### config.mk
export PLATFORM = sky130hd
export DESIGN_NAME = irq_csr_unit
export DESIGN_NICKNAME = d
export VERILOG_FILES = /design/src/rtl/irq_csr_unit.sv
export SDC_FILE = /design/constraint.sdc
export NUM_CORES = 1
export LEC_CHECK = 0
export ABC_CLOCK_PERIOD_IN_PS = 1400
export CAP_MARGIN = 10
export CORE_MARGIN = 4
export CORE_UTILIZATION = 32
export DETAILED_ROUTE_END_ITERATION = 10
export GPL_TIMING_DRIVEN = 0
export PLACE_DENSITY = 0.87
export SLEW_MARGIN = 20
export SYNTH_ARGS = -nofsm -noshare
export SYNTH_HDL_FRONTEND = slang
export SYNTH_SLANG_ARGS = --single-unit
### constraint.sdc
create_clock -name clk -period 1.4 [get_ports clk]
set_input_delay 0.21 -clock clk [delete_from_list [all_inputs] [get_ports clk]]
set_output_delay 0.21 -clock clk [all_outputs]
set_load 0.01 [all_outputs]
### src/rtl/irq_csr_unit.sv
// Interrupt/CSR unit for the SimpleRISC core: latches edges, masks and prioritises them,
// redirects the PC on entry and saves the live flags and return PC for iret and rdcsr.

module irq_line (
    input  logic clk,
    input  logic rst,
    input  logic irq,
    input  logic clr,
    output logic pending
);
    logic irq_prev;

    // A rising edge outranks any clear landing in the same cycle
    always_ff @(posedge clk) begin
        if (rst) begin
            irq_prev <= 1'b0;
            pending  <= 1'b0;
        end else begin
            irq_prev <= irq;
            pending  <= (pending & ~clr) | (irq & ~irq_prev);
        end
    end
endmodule

module irq_csr_unit #(
    parameter int                NUM_IRQ    = 4,
    parameter int                PC_W       = 32,
    parameter logic [PC_W-1:0]   VEC_BASE   = PC_W'(32'h0000_0100),
    parameter int                VEC_STRIDE = 16
) (
    input  logic               clk,
    input  logic               rst,
    input  logic [NUM_IRQ-1:0] irq_in,
    input  logic               gt_flag,
    input  logic               eq_flag,
    input  logic [PC_W-1:0]    pc_next,
    input  logic               instr_valid,
    input  logic               is_iret,
    input  logic               is_rdcsr,
    input  logic               is_wrcsr,
    input  logic [1:0]         csr_addr,
    input  logic [31:0]        csr_wdata,
    output logic [31:0]        csr_rdata,
    output logic               csr_flag,
    output logic [1:0]         flags_out_reg,
    output logic               take_irq,
    output logic [PC_W-1:0]    irq_vector,
    output logic [PC_W-1:0]    epc,
    output logic               in_isr
);
    localparam int CW = (NUM_IRQ > 1) ? $clog2(NUM_IRQ) : 1;
    localparam int SH = $clog2(VEC_STRIDE);

    typedef enum logic [1:0] {RUN, TAKE, ISR} state_t;

    state_t             state, state_nx;
    logic [NUM_IRQ-1:0] pending, mask, active, take_clr, clr;
    logic               gie, wr_en, entry;
    logic [CW-1:0]      cause, winner;
    logic [1:0]         saved_flags;
    logic               unused_wdata;

    assign unused_wdata = ^csr_wdata[31:NUM_IRQ+1];

    assign wr_en  = instr_valid & is_wrcsr;
    assign active = pending & mask;
    assign entry  = (state == RUN) & gie & (|active) & instr_valid;

    // Lowest index wins: scan downward so the last hit is the smallest
    always_comb begin
        winner = '0;
        for (int i = NUM_IRQ - 1; i >= 0; i--)
            if (active[i]) winner = CW'(i);
    end

    always_comb begin
        take_clr = '0;
        if (entry) take_clr[winner] = 1'b1;
    end

    assign clr = take_clr | ((wr_en && csr_addr == 2'd1) ? csr_wdata[NUM_IRQ-1:0] : '0);

    for (genvar g = 0; g < NUM_IRQ; g++) begin : g_line
        irq_line u_line (
            .clk     (clk),
            .rst     (rst),
            .irq     (irq_in[g]),
            .clr     (clr[g]),
            .pending (pending[g])
        );
    end

    always_ff @(posedge clk) begin
        if (rst) state <= RUN;
        else     state <= state_nx;
    end

    always_comb begin
        state_nx = state;
        case (state)
            RUN:     if (entry) state_nx = TAKE;
            TAKE:    state_nx = ISR;
            ISR:     if (instr_valid && is_iret) state_nx = RUN;
            default: state_nx = RUN;
        endcase
    end

    // Entry samples the current gie, so a same-cycle write disabling it lands too late
    always_ff @(posedge clk) begin
        if (rst) begin
            gie         <= 1'b0;
            mask        <= '0;
            epc         <= '0;
            cause       <= '0;
            saved_flags <= 2'b00;
        end else begin
            if (wr_en && csr_addr == 2'd0) {mask, gie} <= csr_wdata[NUM_IRQ:0];
            if (entry) begin
                epc         <= pc_next;
                saved_flags <= {gt_flag, eq_flag};
                cause       <= winner;
            end
        end
    end

    assign take_irq      = (state == TAKE);
    assign in_isr        = (state == ISR);
    assign flags_out_reg = saved_flags;
    assign irq_vector    = take_irq ? VEC_BASE + (PC_W'(cause) << SH) : '0;

    always_comb begin
        case (csr_addr)
            2'd0:    csr_rdata = 32'({mask, gie});
            2'd1:    csr_rdata = 32'(pending);
            2'd2:    csr_rdata = 32'(epc);
            default: csr_rdata = 32'(cause);
        endcase
    end

    assign csr_flag = is_rdcsr & (csr_rdata != 32'd0);
endmodule

==> metrics.md <==
| Metric | Value |
|---|---|
| Status | `finished, violations left` |
| Failing checks | `negative setup slack` |
| Antenna Violating Nets Remaining | `0` |
| Crit share post-route | `132%` |
| Fmax | `540 MHz` |
| LEAKAGE | `~0.0025 uW` |
| First-pass GRT wire length | `roughly 15,000 um` |
| Internal Pwr Total | `2310 uW` |
| Clock Power Share | `about a third` |
| Largest net degree at the start of global routing | `15` |
| Total wire length | `between 10,000 and 15,000 um` |
| Number of synthesized flops with an enable pin | `0` |
| I/O pins | `179` |
| Post-route setup TNS | `-12,410 ps` |
| Largest stage delay, worst path | `approximately 490 ps` |
| Die W | `99 um` |
| Seq/Total Area, Yosys | `38.5%` |
| Synthesized area | `2650 sq um` |
| Share of cells above drive strength 1 | `57.1%` |
| Most common cell after layout, fill and taps aside | `buf_4` |
| Grt ovf | `0` |
| Yosys warns | `0` |
| Syn Inst Count | `307` |
| Clock Path Buffers | `2` |
| Worst-path cell chain | `mux4_2 > nor4_2 > a21boi_1 > buf_2` |
| CP arrival | `1640 ps` |
| Die Span Y | `between 90 and 100 um` |
| CP Class | `reg -> out` |
| Vias per std cell | `4.76` |
| Worst-Skew Late Latency | `approximately 300 ps` |
| Inst Count DP | `approximately 560` |
| Initial core utilization | `33.6%` |
| Via count | `2,904` |
| Worst-path fanout max | `3` |
| 1st-iter DRT viols | `between 90 and 100` |
| Vias in the first global route | `2,862` |
| Final setup fails | `53` |
| Top FF cell, synth | `dfxtp_1` |
| Critical path's top delay family | `multiplexers` |
| WP data required | `1190 ps` |
| Pins Over Slew Limit | `0` |
| Worst Setup End Kind | `primary output` |
| H-Tree Depth | `2` |
| Fin. Hold Viols | `0` |
| Synth Register Bits | `51` |
| CP Launch Type | `flop` |
| Comb power frac | `18.3%` |
| DRC violations left | `0` |
| Largest register FFs | `32` |
| Worst path bufs/invs | `1` |
| Filler cells | `a little under 600` |
| Gr usage total | `19.0%` |
| Syn Area/Cell | `between 8 and 9 sq um` |
| MaxCap Viol Count | `0` |
| Antenna Cells | `0` |
| Port Buf Inserts | `120` |
| Hold crit path type | `in -> reg` |
| CTS buffer count | `5` |
| GPL Wtd Cong | `0.881` |
| Final Non-Filler Cells | `610` |
| Largest vdd supply drop | `403 uV` |
| Pwr dens | `approximately 570 nW/um^2` |
| RSZ-0062 raised after global routing | `true` |
| Ys async rst share | `0%` |
| Register share of total power | `48.7%` |
| Placed wire-length estimate | `6670 um` |
| Core Box Area | `roughly 7900 sq um` |
| Count of cell types in the netlist | `37` |
| Overall power | `3040 uW` |
| Worst Skew | `8.93 ps` |
| CP max-delay cell | `mux4_2` |
| Final nets | `around 590` |
| Wire per inst | `about 18 um` |
| CTS tree | `yes` |
| Sw Share | `around a quarter` |
| Psw | `730 uW` |
| Most frequent cells in the layout | `buf_4 (52), clkdlybuf4s50_1 (48), buf_6 (36)` |
| Area growth, synth to finish | `102%` |
| Min cycle time layout | `1850 ps` |
| Clk sinks | `51` |
| Clock transition at the registers of the reported paths | `100 ps` |
| Num rows | `32` |
| Initial antenna violation count | `0` |
| Final worst slack | `-452 ps` |
| Root buf cell | `clkbuf_8` |
| Biggest register | `epc` |
| Drt pass-1 iters | `4` |
| Full die area | `9800 sq um` |
-- through the flow --
step	worst slack (ps)	hold slack [ps]	area, sq um	util (%)
5_1_grt	-534	327	5340	67.8
6_report	-452	301	5340	67.8
4_1_cts	-436	334	4740	60.1
3_5_place_dp	-652	463	4110	52.1
2_1_floorplan	-3.96	289	2780	-
3_3_place_gp	-637	457	4110	52.1
-- area by class of cell --
type | instances | area (sq um) | share of cell area (%)
inverter | 4 | 15.0 | 0.281
clock inverter | 1 | 30.0 | 0.562
buffer | 46 | 453 | 8.48
tap | 102 | 128 | 2.39
clock buffer | 6 | 72.6 | 1.36
sequential | 51 | 1080 | 20.2
multi-input combinational | 232 | 1850 | 34.5
timing repair buffer | 168 | 1720 | 32.2
-- power by group through the flow --
stage               clock (uW)  sequential [uW]  combinational [uW]
global placement             0             1530                 394
finish                    1000             1480                 555
global route              1070             1480                 588
floorplan                    0             1520                 210
CTS                       1010             1480                 489
detailed placement           0             1530                 397
-- path summary, 6_finish.rpt --
check / to / slack, ps / cells after the start / start
worst min register to register: flags_out_reg[0] / 480 / 2 / flags_out_reg[0]
worst max-delay path: csr_flag / -450 / 4 / epc[0]
worst min-delay path: mask[3] / 300 / 4 / csr_addr[0]
worst max register to register: flags_out_reg[0] / -330 / 9 / g_line[0].u_line.pending
-- cells in the mapped netlist, types with 6 or more instances --
master | instances | share of area, %
dfxtp_1 | 51 | 39
nor4_1 | 6 | 1.4
clkbuf_1 | 7 | 0.99
nor2_1 | 8 | 1.1
nand2_1 | 78 | 11
and2_1 | 29 | 6.8
mux2i_1 | 8 | 3.0
buf_6 | 8 | 3.4
a21oi_1 | 9 | 1.7
nor2b_1 | 8 | 1.9
buf_4 | 32 | 9.1
a21oi_2 | 28 | 9.3
-- what timing repair did --
item                                    CTS  global route
endpoints found under the setup margin  112            82
hold buffers                              0             0
resized for setup                       278           137
setup buffers                            25            17
pin swaps                                20            54
cloned                                    7             1
-- cell families (layout without fill, tap and decap cells) --
logic type,count (synthesis),in the layout,synth area share [%]
AND/OR/NAND/NOR,139,139,25.2
AO/OA/AOI/OAI,54,54,17.2
buffers and inverters,52,225,14.2
flip-flops,51,51,38.5
multiplexers,10,10,4.72
other,1,29,0.142
-- per-layer routing --
layer | vias to the layer above | part of all wire, % | routed length, um | track usage [%]
li1 | 1370 | - | - | -
met1 | 1399 | 39 | 4160 | 22.6
met2 | 125 | 54 | 5770 | 34.6
met3 | 10 | 6.5 | 702 | 4.53
met4 | 0 | 1.3 | 139 | 3.89
met5 | - | 0 | 0 | 0
-- worst reg2reg max path: cells and delay by family (launching register included) --
kind / cells / cell delay [ps]
buffers and inverters: 5 / 690
AO/OA/AOI/OAI: 3 / 550
flip-flops: 1 / 360
AND/OR/NAND/NOR: 1 / 70
No activity file was read; power rests on OpenSTA's default activity.
